--- src/rtl/gcd_job_sequencer.sv ---
// gcd_job_sequencer: runs one GCD job at a time on an external core program.
// Sequence per job: reset core, load operands, run until the core reaches FIN_ADDR or TIMEOUT, drain, respond.
// Ports:
//   clk, rst                              clock, synchronous active-high reset
//   job_valid/job_ready/job_a/job_b       job request channel
//   res_valid/res_ready/res_g/res_timeout result channel
//   core_rst/core_en/core_load            core control
//   core_a/core_b                         operands written into the core on core_load
//   core_addr/core_result                 core program address and result register
//   busy                                  high outside IDLE
module gcd_job_sequencer #(
  parameter int WIDTH = 32,
  parameter int ADDR_W = 8,
  parameter int FIN_ADDR = 9,
  parameter int RST_CYCLES = 1,
  parameter int DRAIN_CYCLES = 10,
  parameter int TIMEOUT = 65535
) (
  input  logic              clk,
  input  logic              rst,
  input  logic              job_valid,
  output logic              job_ready,
  input  logic [WIDTH-1:0]  job_a,
  input  logic [WIDTH-1:0]  job_b,
  output logic              res_valid,
  input  logic              res_ready,
  output logic [WIDTH-1:0]  res_g,
  output logic              res_timeout,
  output logic              core_rst,
  output logic              core_en,
  output logic              core_load,
  output logic [WIDTH-1:0]  core_a,
  output logic [WIDTH-1:0]  core_b,
  input  logic [ADDR_W-1:0] core_addr,
  input  logic [WIDTH-1:0]  core_result,
  output logic              busy
);
  localparam logic [2:0] IDLE = 3'd0, RST_CORE = 3'd1, LOAD = 3'd2, RUN = 3'd3, DRAIN = 3'd4, RESP = 3'd5;
  localparam int CW = $clog2(TIMEOUT) + 1;
  localparam int RW = $clog2(RST_CYCLES + 1) + 1;
  localparam int DW = $clog2(DRAIN_CYCLES + 1) + 1;
  localparam int AW = RW > DW ? RW : DW;
  logic [2:0] state;
  logic [CW-1:0] run_cnt;
  logic [AW-1:0] aux_cnt;
  logic [WIDTH-1:0] op_a, op_b;
  logic fin;
  assign fin = core_addr == ADDR_W'(FIN_ADDR);
  // control outputs are decoded from state; rst overrides so nothing leaks during a reset cycle
  assign job_ready = !rst && state == IDLE;
  assign busy = !rst && state != IDLE;
  assign core_rst = rst || state == RST_CORE;
  assign core_load = !rst && state == LOAD;
  assign core_en = !rst && (state == RUN || state == DRAIN);
  assign res_valid = !rst && state == RESP;
  assign core_a = op_a;
  assign core_b = op_b;
  always_ff @(posedge clk) begin
    if (rst) begin
      state <= IDLE;
      run_cnt <= '0;
      aux_cnt <= '0;
      res_g <= '0;
      res_timeout <= 1'b0;
      op_a <= '0;
      op_b <= '0;
    end else begin
      case (state)
        IDLE: if (job_valid) begin
          op_a <= job_a;
          op_b <= job_b;
          aux_cnt <= '0;
          state <= RST_CORE;
        end
        RST_CORE: if (aux_cnt == AW'(RST_CYCLES - 1)) begin
          aux_cnt <= '0;
          state <= LOAD;
        end else aux_cnt <= aux_cnt + 1'b1;
        LOAD: begin
          run_cnt <= '0;
          state <= RUN;
        end
        // completion wins over timeout when both occur in the same cycle
        RUN: if (fin) begin
          if (DRAIN_CYCLES == 0) begin
            res_g <= core_result;
            res_timeout <= 1'b0;
            state <= RESP;
          end else begin
            aux_cnt <= '0;
            state <= DRAIN;
          end
        end else if (run_cnt == CW'(TIMEOUT - 1)) begin
          res_g <= core_result;
          res_timeout <= 1'b1;
          state <= RESP;
        end else run_cnt <= run_cnt + 1'b1;
        DRAIN: if (aux_cnt == AW'(DRAIN_CYCLES - 1)) begin
          res_g <= core_result;
          res_timeout <= 1'b0;
          state <= RESP;
        end else aux_cnt <= aux_cnt + 1'b1;
        RESP: if (res_ready) state <= IDLE;
        default: state <= IDLE;
      endcase
    end
  end
endmodule
--- config.mk ---
export PLATFORM = sky130hd
export DESIGN_NAME = gcd_job_sequencer
export DESIGN_NICKNAME = d
export VERILOG_FILES = /design/src/rtl/gcd_job_sequencer.sv
export SDC_FILE = /design/constraint.sdc
export NUM_CORES = 1
export LEC_CHECK = 0
export BUFFER_PORTS_ARGS = -buffer_cell sky130_fd_sc_hd__buf_2
export CAP_MARGIN = 20
export CELL_PAD_IN_SITES_DETAIL_PLACEMENT = 0
export CELL_PAD_IN_SITES_GLOBAL_PLACEMENT = 1
export CORE_UTILIZATION = 36
export CTS_CLUSTER_SIZE = 10
export DETAILED_ROUTE_END_ITERATION = 12
export GPL_TIMING_DRIVEN = 0
export PLACE_DENSITY_LB_ADDON = 0.1
export SLEW_MARGIN = 20
export SYNTH_ARGS = -nofsm -noshare
export SYNTH_HDL_FRONTEND = slang
export SYNTH_SLANG_ARGS = --single-unit
--- constraint.sdc ---
create_clock -name clk -period 5.4 [get_ports clk]
set_input_delay 0.27 -clock clk [delete_from_list [all_inputs] [get_ports clk]]
set_output_delay 0.27 -clock clk [all_outputs]
set_load 0.005 [all_outputs]
[Word-level counts from Yosys, hierarchy flattened]
Cells that the tools add are included.
Widths: inputs -> output; s select.
Storage, ports and cells
  memories: 0
  RAM bits: 0
  ROM bits: 0
  bits in latches: 0
  word-level logic and storage cells: 69
  bits of input ports: 108
  flip-flop bits (word level): 122
  output and inout port bits: 103
Cells by class
  equality and inequality tests: 18
  add/subtract/negate cells: 2
  multiplexer cells: 23
  bitwise gates (word level): 0
  div/mod/pow operators: 0
  reductions and logical operators: 19
  order comparisons: 0
  $mul: 0
  shifts and indexed selects: 0
Operator list (number)
  $mux 32: 3
  $pmux 32 s2: 1
  $mux 17: 2
  $pmux 17 s2: 1
  $mux 5: 4
  $pmux 5 s4: 1
  $mux 3: 6
  $pmux 3 s6: 1
  $add 17x1->17 const B: 1
  $eq 17x16->1 const B: 1
  $ne 2x2->1 const B: 6
  $eq 8x4->1 const B: 1
  $reduce_and 4->1: 2
  $eq 3x2->1 const B: 2
  $eq 3x3->1 const B: 2
  $ne 2x1->1 const B: 3
  $add 5x1->5 const B: 1
  $eq 5x4->1 const B: 1
  $logic_and 1x1->1: 5
  $logic_not 5->1: 1
  $reduce_and 5->1: 1
  $reduce_bool 2->1: 2
  $reduce_bool 4->1: 1
  $eq 3x1->1 const B: 1
  9 further kinds: 12

[Logic depth before layout (Yosys ltp)]
  depth after elaboration: 4
  depth in mapped cells: 9
  gate-level depth less buffers: 7

[Least setup slack after synthesis]
No wires, ideal clock.
  kind: register -> register
  start: reg aux_cnt[0]
  end: reg state[2]
  setup time: 0.121 ns
  arrival: 1.747 ns
  data required time: 5.279 ns
  setup slack: 3.532 ns
  buffers on the path: 0
  period minus slack after synthesis: 1.868 ns
  stages on the path, launching flop included: 8
  cell sequence: dfxtp_1 -> inv_1 -> ha_1 -> or4b_2 -> nand2_1 -> a21o_1 -> and2_1 -> mux2_2
On the way
  word-level cells in the longest chain between the ends: 3
  elaborated cells between the ends (all ways): 5
  those cells by class: eq/ne: 3; reduce/logical: 2
RTL lines
  from (decl): RTL line 45  | logic [AW-1:0] aux_cnt;
  from (signal assigned): RTL line 78  | end else aux_cnt <= aux_cnt + 1'b1;
  from (signal assigned): RTL line 102  | end else aux_cnt <= aux_cnt + 1'b1;
  $eq 5x4->1 / $logic_not 5->1 (equally long branches): RTL line 98, 75
  $ne 2x1->1 (no source line)
  $reduce_and 5->1 (no source line) (*)
  to (signal assigned): RTL line 96  | state <= RESP;
  to (signal assigned): RTL line 101  | state <= RESP;
  to (signal assigned): RTL line 103  | RESP: if (res_ready) state <= IDLE;
  to (decl): RTL line 43  | logic [2:0] state;
Every way passes the cells marked *; elsewhere a longest branch is shown, timed or not.
A chain may end at the register's enable or synchronous reset.

[Worst setup path in the final report]
  start: reg state[1]
  end: out core_en
On the way
  word-level cells in the longest chain between the ends: 3
  elaborated cells between the ends (all ways): 4
  those cells by class: eq/ne: 2; reduce/logical: 2
RTL lines
  from (signal assigned): RTL line 60  | state <= IDLE;
  from (signal assigned): RTL line 73  | state <= RST_CORE;
  from (signal assigned): RTL line 77  | state <= LOAD;
  $eq 3x2->1 / $eq 3x3->1 (equally long branches): RTL line 54  | assign core_en = !rst && (state == RUN || state == DRAIN);
  $logic_or 1x1->1 (*): RTL line 54
  $logic_and 1x1->1 (*): RTL line 54
  to (decl): RTL line 30  | output logic core_en,
Marked as above.

==> results.yml <==
worst_setup_path:
  cp-start-kind: "flip-flop"
  end_kind: "output port"
  max_stage_delay_ns: 0.47
  slowest_stage: "dfxtp_1"
  worstPathArrival_ns: 1.75
  cp_top_family: "buffers and inverters"
  reg2reg_from: "aux_cnt[0]"
  rrSetupSlack_ns: 3.39
  crit_type: "reg -> out"
  cp_num_buf_inv: 2
  cp_max_fo: 10
  worstPathRequired_ns: 5.13
  startpoint: "state[1]"
  crit_path_cell_trace: "clkbuf_1 -> nor2_1 -> nand2_1 -> a21oi_1 -> buf_2"
sta:
  max_freq_mhz: 494
  fin_ws_ns: 3.38
  rsz0062_at_grt: "false"
  whs_ns: 0.0688
  setup_viol: 0
  clock_skew_ns: 0.00702
  setup_tns_ns: 0
  drv_slew: 0
  worst_slew_pin_slew_ns: 0.566
  min_period_ns: 2.02
  final_hold_viol_count: 0
  min_period_over_period: 0.375
  relSlewSlack: 0.620
run_status:
  status: "finished clean"
synth:
  synth_edf_count: 0
  yosys-top-cells-area: "dfxtp_1 52%, nand2_1 12%, a21oi_1 9.1%"
  syn-cell-area_sq_um: 4740
  syn_area_per_cell_sq_um: 8.60
  synth-seq-cells: 122
  synth.yosys.seq_area_share: 0.515
  synth_cell_types: 48
  synth_ff_type: "dfxtp_1"
  yosysWarnings: 0
  synth_top_cell_area_share: 0.515
  syn-num-nets: 664
  synthArstFlopShare: 0
  yosysTopAreaCell: "dfxtp_1"
  syn_inst: 551
global_routing:
  grt_pass1_wl_mm: 20.0
  grt_pass1_vias: 4352
  antenna_found_initial: 0
  grt-ovfl-total: 0
  grt_usage: 0.190
  grt_start_max_net_pins: 17
clock_tree:
  postCtsSetupBuffers: 0
  cts_tree: "built"
  root_buffer: "clkbuf_16"
  htree_levels: 4
  cts_max_path_buffers: 2
  clkLatencyLatePin_ns: 0.41
  cts_resized: 0
  clock-sinks: 122
  cts_buffers: 17
  clk_pin_slew_ns: 0.05
  ctsHoldBuffers: 0
placed_design:
  port-buffer-count: 210
  dp_cells: 933
  dp_hpwl_mm: 9.60
  preCtsSetupSlack_ns: 3.40
  placed_cell_area_sq_um: 6000
  globalplace.congestion: 0.788
final_layout:
  syn2layout_area_growth_pct: 39.0
  finish.instance_area_sq_um: 6590
  fin_util: 0.518
  fin_cells: 963
  layout.nets: 893
  num_antenna_cells: 0
  layout-drive-gt1-share: 0.334
floorplanning:
  dieHeight_um: 117
  row_count: 41
  die_w_um: 117
  io_pins: 211
  dieArea_sq_um: 13600
  coreArea_sq_um: 12700
  start_util: 0.372
route:
  first_pass_iters: 4
  wl_mm: 12.9
  routed_via_density: 4.86
  wire_per_inst_um: 13.4
  first_iter_violations: 268
  ant_nets: 0
  drc: 0
  vias: 4681
pwr:
  powerDensity_nw_per_um2: 381
  peakVddDrop_v: 0.000208
  p_leak_nw: 3.02
  p_total_mw: 2.51
worst_hold_path:
  min_path_type: "in -> reg"
  holdCritStartpoint: "core_result[8]"
job:
  max_cap_viol_count: 0
-- sequential cells by signal, indices dropped and copies added, names as in the netlist --
signal and flops:
core_a 32, core_b 32, res_g 32, run_cnt 17
aux_cnt 5, state 3, res_timeout 1
-- kinds of logic (layout without fill, tap and decap cells) --
kind of cell | after synthesis | count (layout) | synth area share
AOI/OAI and AO/OA | 153 | 153 | 0.203
adders and majority gates | 5 | 5 | 0.0132
buffers and inverters | 44 | 284 | 0.0412
DFF | 122 | 122 | 0.515
muxes | 2 | 2 | 0.00449
and+or+nand+nor | 225 | 225 | 0.222
-- worst paths after layout --
check,to,cells past startpoint
hold reg to reg,core_a[6],2
hold / removal,res_g[8],2
setup / recovery,core_en,5
setup reg to reg,state[2],7
-- Yosys cell counts, types with 2 or more instances --
library cell  count
a21oi_1          86
inv_1             7
a22o_1           33
dfxtp_1         122
and2_1            3
a31oi_1           2
buf_2            15
nor2_1           12
or4_1             8
nand2b_1          5
o21ai_0           9
nand3_1          11
nor2b_1           3
o31ai_1           7
nor3_1            3
ha_1              5
and4b_1           2
nor4_1            2
or3_1             8
and3_1            2
a21o_1            5
nand2_1         153
nand4_1           5
buf_1             2
clkbuf_1         18
-- cell usage in the layout (no fill, tap or decap), types with 2 or more instances in the layout --
cell / synthesis / routed
nand2b_1: 5 / 5
inv_1: 7 / 7
nor2_1: 12 / 12
and2_1: 3 / 3
clkbuf_1: 18 / 20
nor3_1: 3 / 3
clkbuf_8: 0 / 2
and4b_1: 2 / 2
a21oi_1: 86 / 86
dfxtp_1: 122 / 122
o31ai_1: 7 / 7
bufinv_16: 0 / 3
nand3_1: 11 / 11
a22o_1: 33 / 33
or3_1: 8 / 8
and3_1: 2 / 2
nor4_1: 2 / 2
nand2_1: 153 / 153
o21ai_0: 9 / 9
a31oi_1: 2 / 2
buf_1: 2 / 2
clkbuf_16: 0 / 17
a21o_1: 5 / 5
nand4_1: 5 / 5
clkinv_2: 0 / 5
ha_1: 5 / 5
buf_2: 15 / 225
or4_1: 8 / 8
nor2b_1: 3 / 3
-- per-layer routing --
| layer | up-vias | track usage | share of wire | wire (um) |
|---|---|---|---|---|
| li1 | 2375 | - | - | - |
| met1 | 2143 | 0.221 | 0.45 | 5750 |
| met2 | 145 | 0.315 | 0.47 | 6030 |
| met3 | 18 | 0.0638 | 0.069 | 889 |
| met4 | 0 | 0.0911 | 0.019 | 244 |
| met5 | - | 0 | 0 | 0 |
-- power breakdown --
part	internal, mW	switching, mW
registers	0.964	0.0348
logic	0.160	0.236
clock network	0.739	0.377
-- cell type report --
cell class / instances / area, sq um
timing repair buffer: 210 / 1050
clock inverter: 9 / 123
inverter: 7 / 26.3
sequential: 122 / 2440
buffer: 37 / 169
clock buffer: 21 / 460
multi-input combinational: 385 / 2100
fill: 1264 / 6130
tap: 172 / 215
(Power assumes the default switching activity.)
